<file path="src/rtl/axi_slave_read.sv">
// AXI4 read-channel responder (AR + R) for an SRAM-backed slave.
// Serves one INCR burst at a time; each beat is fetched from a synchronous
// single-port SRAM with 1-cycle read latency and then presented on R.
// The AR channel is held off while the write side owns the SRAM.
module axi_slave_read #(
  parameter int unsigned ID_W   = 8,
  parameter int unsigned ADDR_W = 32,
  parameter int unsigned DATA_W = 32,
  parameter int unsigned LEN_W  = 4,
  parameter int unsigned MEM_AW = 14
) (
  input  logic              ACLK,
  input  logic              ARESETn,
  input  logic [ID_W-1:0]   ARID,
  input  logic [ADDR_W-1:0] ARADDR,
  input  logic [LEN_W-1:0]  ARLEN,
  input  logic [2:0]        ARSIZE,
  input  logic [1:0]        ARBURST,
  input  logic              ARVALID,
  output logic              ARREADY,
  output logic [ID_W-1:0]   RID,
  output logic [DATA_W-1:0] RDATA,
  output logic [1:0]        RRESP,
  output logic              RLAST,
  output logic              RVALID,
  input  logic              RREADY,
  input  logic              write_busy,
  output logic              rd_busy,
  output logic              mem_cs,
  output logic              mem_oe,
  output logic [MEM_AW-1:0] mem_addr,
  input  logic [DATA_W-1:0] mem_rdata
);

  localparam logic [1:0] IDLE  = 2'd0;
  localparam logic [1:0] FETCH = 2'd1;
  localparam logic [1:0] WAIT  = 2'd2;
  localparam logic [1:0] DATA  = 2'd3;

  logic [1:0]        state_q, state_d;
  logic [ID_W-1:0]   id_q, id_d;
  logic [ADDR_W-1:0] addr_q, addr_d;
  logic [LEN_W-1:0]  len_q, len_d;
  logic [LEN_W-1:0]  cnt_q, cnt_d;
  logic [DATA_W-1:0] rdata_q, rdata_d;

  logic in_data;
  logic last_beat;

  // Size and burst type are fixed (4-byte INCR), so these inputs carry no information.
  logic unused_ar;
  assign unused_ar = ^{ARSIZE, ARBURST};

  assign in_data   = (state_q == DATA);
  assign last_beat = (cnt_q == len_q);

  // Output decode: everything is zero outside its owning state.
  always_comb begin
    ARREADY  = (state_q == IDLE) & ARESETn & ~write_busy;
    RVALID   = in_data;
    RDATA    = in_data ? rdata_q : '0;
    RID      = in_data ? id_q : '0;
    RLAST    = in_data & last_beat;
    RRESP    = 2'b00;
    rd_busy  = (state_q != IDLE);
    mem_cs   = (state_q == FETCH);
    mem_oe   = (state_q == FETCH);
    mem_addr = (state_q == FETCH) ? addr_q[MEM_AW+1:2] : '0;
  end

  // Next-state and register update logic for the burst sequencer.
  always_comb begin
    state_d = state_q;
    id_d    = id_q;
    addr_d  = addr_q;
    len_d   = len_q;
    cnt_d   = cnt_q;
    rdata_d = rdata_q;
    case (state_q)
      IDLE: begin
        if (ARVALID && ARREADY) begin
          id_d    = ARID;
          addr_d  = ARADDR;
          len_d   = ARLEN;
          cnt_d   = '0;
          state_d = FETCH;
        end
      end
      FETCH: state_d = WAIT;
      WAIT: begin
        // SRAM data is valid the cycle after the chip-select cycle.
        rdata_d = mem_rdata;
        state_d = DATA;
      end
      DATA: begin
        if (RREADY) begin
          if (last_beat) begin
            state_d = IDLE;
          end else begin
            cnt_d   = cnt_q + LEN_W'(1);
            addr_d  = addr_q + ADDR_W'(4);
            state_d = FETCH;
          end
        end
      end
      default: state_d = IDLE;
    endcase
  end

  // State and burst registers; async reset discards any burst in flight.
  always_ff @(posedge ACLK or negedge ARESETn) begin
    if (!ARESETn) begin
      state_q <= IDLE;
      id_q    <= '0;
      addr_q  <= '0;
      len_q   <= '0;
      cnt_q   <= '0;
      rdata_q <= '0;
    end else begin
      state_q <= state_d;
      id_q    <= id_d;
      addr_q  <= addr_d;
      len_q   <= len_d;
      cnt_q   <= cnt_d;
      rdata_q <= rdata_d;
    end
  end

endmodule

</file>
<file path="config.mk">
export PLATFORM = sky130hd
export DESIGN_NAME = axi_slave_read
export DESIGN_NICKNAME = d
export VERILOG_FILES = /design/src/rtl/axi_slave_read.sv
export SDC_FILE = /design/constraint.sdc
export NUM_CORES = 1
export LEC_CHECK = 0
export CORE_ASPECT_RATIO = 1.25
export CORE_MARGIN = 2
export CORE_UTILIZATION = 46
export DETAILED_ROUTE_END_ITERATION = 16
export GPL_ROUTABILITY_DRIVEN = 0
export PLACE_DENSITY = 0.84
export RECOVER_POWER = 25
export SYNTH_ARGS = -nofsm -noshare
export SYNTH_HDL_FRONTEND = slang
export SYNTH_SLANG_ARGS = --single-unit
</file>
<file path="constraint.sdc">
create_clock -name ACLK -period 3.58 [get_ports ACLK]
set_input_delay 0.716 -clock ACLK [delete_from_list [all_inputs] [get_ports ACLK]]
set_output_delay 0.716 -clock ACLK [all_outputs]
set_load 0.05 [all_outputs]
</file>
==> results.md <==
* Status: finished clean
* Number of vias after detailed routing at 2876
* H-tree level count at 3
* Worst setup skew after layout at 0.0114 ns
* Synthesized cell area at 0.00344 sq mm
* Crit path max fanout at 44
* Std-Cell Core Area at 0.00731 sq mm
* All-Layer GR Usage at 21.0%
* Number of maximum-capacitance violations at 0
* Final Routed Wirelength at 8220 microns
* Largest area contributor in the netlist: sky130_fd_sc_hd__dfrtp_1
* Die Area at 0.00820 sq mm
* Ports at 148
* Starting density of the core at 47.1%
* Buffers from clock root to sink, at most at 2
* Row cnt at 35
* Most instantiated library cell after synthesis: sky130_fd_sc_hd__dfrtp_1
* Post-synthesis sequential area ratio at 46.5%
* Combined area of the multi-input logic cells at 0.00170 sq mm
* Clock Latency Late Sink at 0.32 ns
* GRT overflow at 0
* Synthesis Warnings at 0
* Post-Place Cell Area at 0.00472 sq mm
* Internal at 2.52 mW
* Minimum clock period after layout at 3.16 ns
* Net switching fraction of the power at 46.7%
* Power per standard cell area at 964 mW/mm^2
* Global-route wire length before repair at 13400 microns
* Grt met3 use at 6.81%
* Count of unresolved DRC violations after routing at 0
* Die height at 101 microns
* 1st-pass router iterations at 4
* Signed area change from the synthesized netlist to the final layout at 42.0%
* Static Leakage at 1.98 nW
* Class of the tightest hold or removal check: input port to asynchronous set/reset pin
* Crit. End Element: output pin
* Fraction of final layout cells with drive strength greater than 1 at 16.3%
* Data required time of the worst path at 2.86 ns
* Origin of the worst setup path: state_q[0]
* Worst Setup EP: RLAST
* Detailed-placement wirelength estimate at 6010 microns
* Number of buffers created by CTS at 9
* Fillers at 561
* Reg clk slew, reported paths at 0.07 ns
* RSZ-0062 raised after global routing: false
* WL per Instance at 15.4 microns
* TritonCTS clock tree: built
* Post-DRT Antenna Nets at 0
* Max-slew violation total from the final report at 0
* Final hold viol count at 0
* Mapped Avg Cell Area at 10.7 sq um
* Count of flip-flops with a built-in enable after synthesis at 0
* Commonest register cell after synthesis: sky130_fd_sc_hd__dfrtp_1
* Type of element launching the critical path: flip-flop
* Total net switching power at 2.20 mW
* R2r startpoint: state_q[0]
* Initial antenna violation count at 0
* Worst setup path class: flip-flop to output pin
* Busiest layer in global routing: met2
* Overall Power at 4.72 mW
* Slew at the pin closest to its max-slew limit at 1.37 ns
* First-iteration detailed-routing DRC count at 189
* Worst Reg2Reg Path Length in Cells at 7
* Biggest area contributors in the synthesized netlist: sky130_fd_sc_hd__dfrtp_1 46%, sky130_fd_sc_hd__mux2_2 15%, sky130_fd_sc_hd__and2_1 9.8%
* Clock network fraction of design power at 11.5%
* Fraction of met1 tracks used by global routing at 25.0%
* Hold buffer count at CTS at 0
* Worst path setup slack after routing at 0.425 ns
* Netlist cell types at 46
* Final setup violation count at 0
* Placement-stage worst setup slack at 0.714 ns
* Post-CTS Setup Inserts at 0
* Routed via count divided by cell count at 5.38
* Data arrival time at the worst-slack endpoint at 2.44 ns
* Setup TNS at 0 ns
* Cell at the root of the clock tree: sky130_fd_sc_hd__clkbuf_8
* Final worst hold slack at 0.392 ns
* Synth cell count leaders: 64 x sky130_fd_sc_hd__dfrtp_1, 54 x sky130_fd_sc_hd__and2_1, 46 x sky130_fd_sc_hd__mux2_2
* Worst-case headroom to the max-slew limit at 8.60%
* Highest clock rate at 317 MHz
* Clock sink count at 64
* Sequential standard cell area at 0.00160 sq mm
* Pin count of the biggest net entering global routing at 56
* Met2 Resource Use GR at 36.0%
* Peak supply drop at 524 uV
* Flip-flop and latch count after synthesis at 64
* Final design area excluding fillers at 0.00489 sq mm
* Share of the cycle needed by the critical path after routing at 88.1%
* Number of buffer cells added on primary ports at 122
* Combinational share of power at 60.5%
* Sequential share of power at 28.1%
* Ys async rst share at 100%
* Yosys top cell area share at 46.5%
* Number of instances in the synthesized netlist at 322
* Antenna diode instance count at 0
* Number of gates resized after cts at 0
* Die width at 81.4 microns
* Reg-to-Reg End: addr_q[3]
* Vias in the first global route at 2926
* Post-layout nets at 532
* Worst setup slack for register-to-register paths at 0.81 ns
==> power by group through the flow <==
stage | combinational, mW | sequential (mW) | clock [mW]
after floorplan | 2.10 | 1.26 | 0
after global placement | 2.81 | 1.31 | 0
after detailed placement | 2.86 | 1.34 | 0
after CTS | 2.87 | 1.32 | 0.559
after global routing | 3.05 | 1.38 | 0.589
final | 2.85 | 1.32 | 0.541
==> kinds of logic (layout without fill, tap and decap cells) <==
kind of cell	after synthesis	in the layout	share of synthesized area [%]
other	1	2	0.109
AO/OA/AOI/OAI	51	51	10.8
AND/OR/NAND/NOR	112	112	18.8
XOR/XNOR	4	4	1.02
flip-flops	64	64	46.5
adder cells (fa/ha/maj)	7	7	2.54
buffers and inverters	34	154	4.32
multiplexers	49	49	15.9
==> layout make-up <==
type | instances | share of cell area (%)
clock inverter | 3 | 0.358
multi-input combinational | 225 | 34.8
timing repair buffer | 129 | 25.9
clock buffer | 12 | 3.17
tap | 92 | 2.35
inverter | 10 | 0.767
sequential | 64 | 32.7
==> cells in the final DEF, fill, tap and decap left out, drive strengths merged, types with 2 or more instances in the layout <==
master	instances
a211oi	5
a21o	2
a21oi	3
a22oi	6
a2bb2oi	3
a31oi	2
a32o	2
and2	54
and3	3
and4	3
buf	6
clkbuf	14
clkdlybuf4s50	121
clkinv	2
conb	2
dfrtp	64
ha	7
inv	10
mux2	46
mux2i	3
nand2	12
nand2b	2
nand3	12
nand4	5
nor2	11
nor3	3
nor4	2
o211ai	4
o21ai	9
o22ai	6
o32a	3
or4	3
xnor2	4
==> metrics by stage <==
step,utilization (%),cells
after floorplan,-,323
after global placement,64.6,520
after detailed placement,64.6,520
after CTS,66.9,535
after global routing,66.9,535
final,66.9,535
==> critical path, cell delays in order (launching register included) <==
cell and delay (ns):
sky130_fd_sc_hd__dfrtp_1 0.41, sky130_fd_sc_hd__ha_2 0.64, sky130_fd_sc_hd__inv_1 0.13, sky130_fd_sc_hd__nor2_1 0.13, sky130_fd_sc_hd__clkdlybuf4s50_1 0.80
==> layer usage <==
metal	share of wire [%]	up-vias
met5	0	-
met4	0.49	0
met3	7.6	4
met2	52	109
met1	40	1381
li1	-	1382
==> worst min path at each step <==
stage          cells after the start    endpoint  slack [ns]
2_1_floorplan                      0  addr_q[10]        0.42
3_3_place_gp                       1     id_q[1]        0.48
3_5_place_dp                       1     id_q[4]        0.49
4_1_cts                            1  addr_q[13]        0.25
5_1_grt                            1  addr_q[13]        0.44
6_report                           1  addr_q[13]        0.39
==> state kept, by name, summed over array words and instances, names as in the netlist <==
register  cells
rdata_q      32
addr_q       14
id_q          8
cnt_q         4
len_q         4
state_q       2
(Power assumes the default switching activity.)
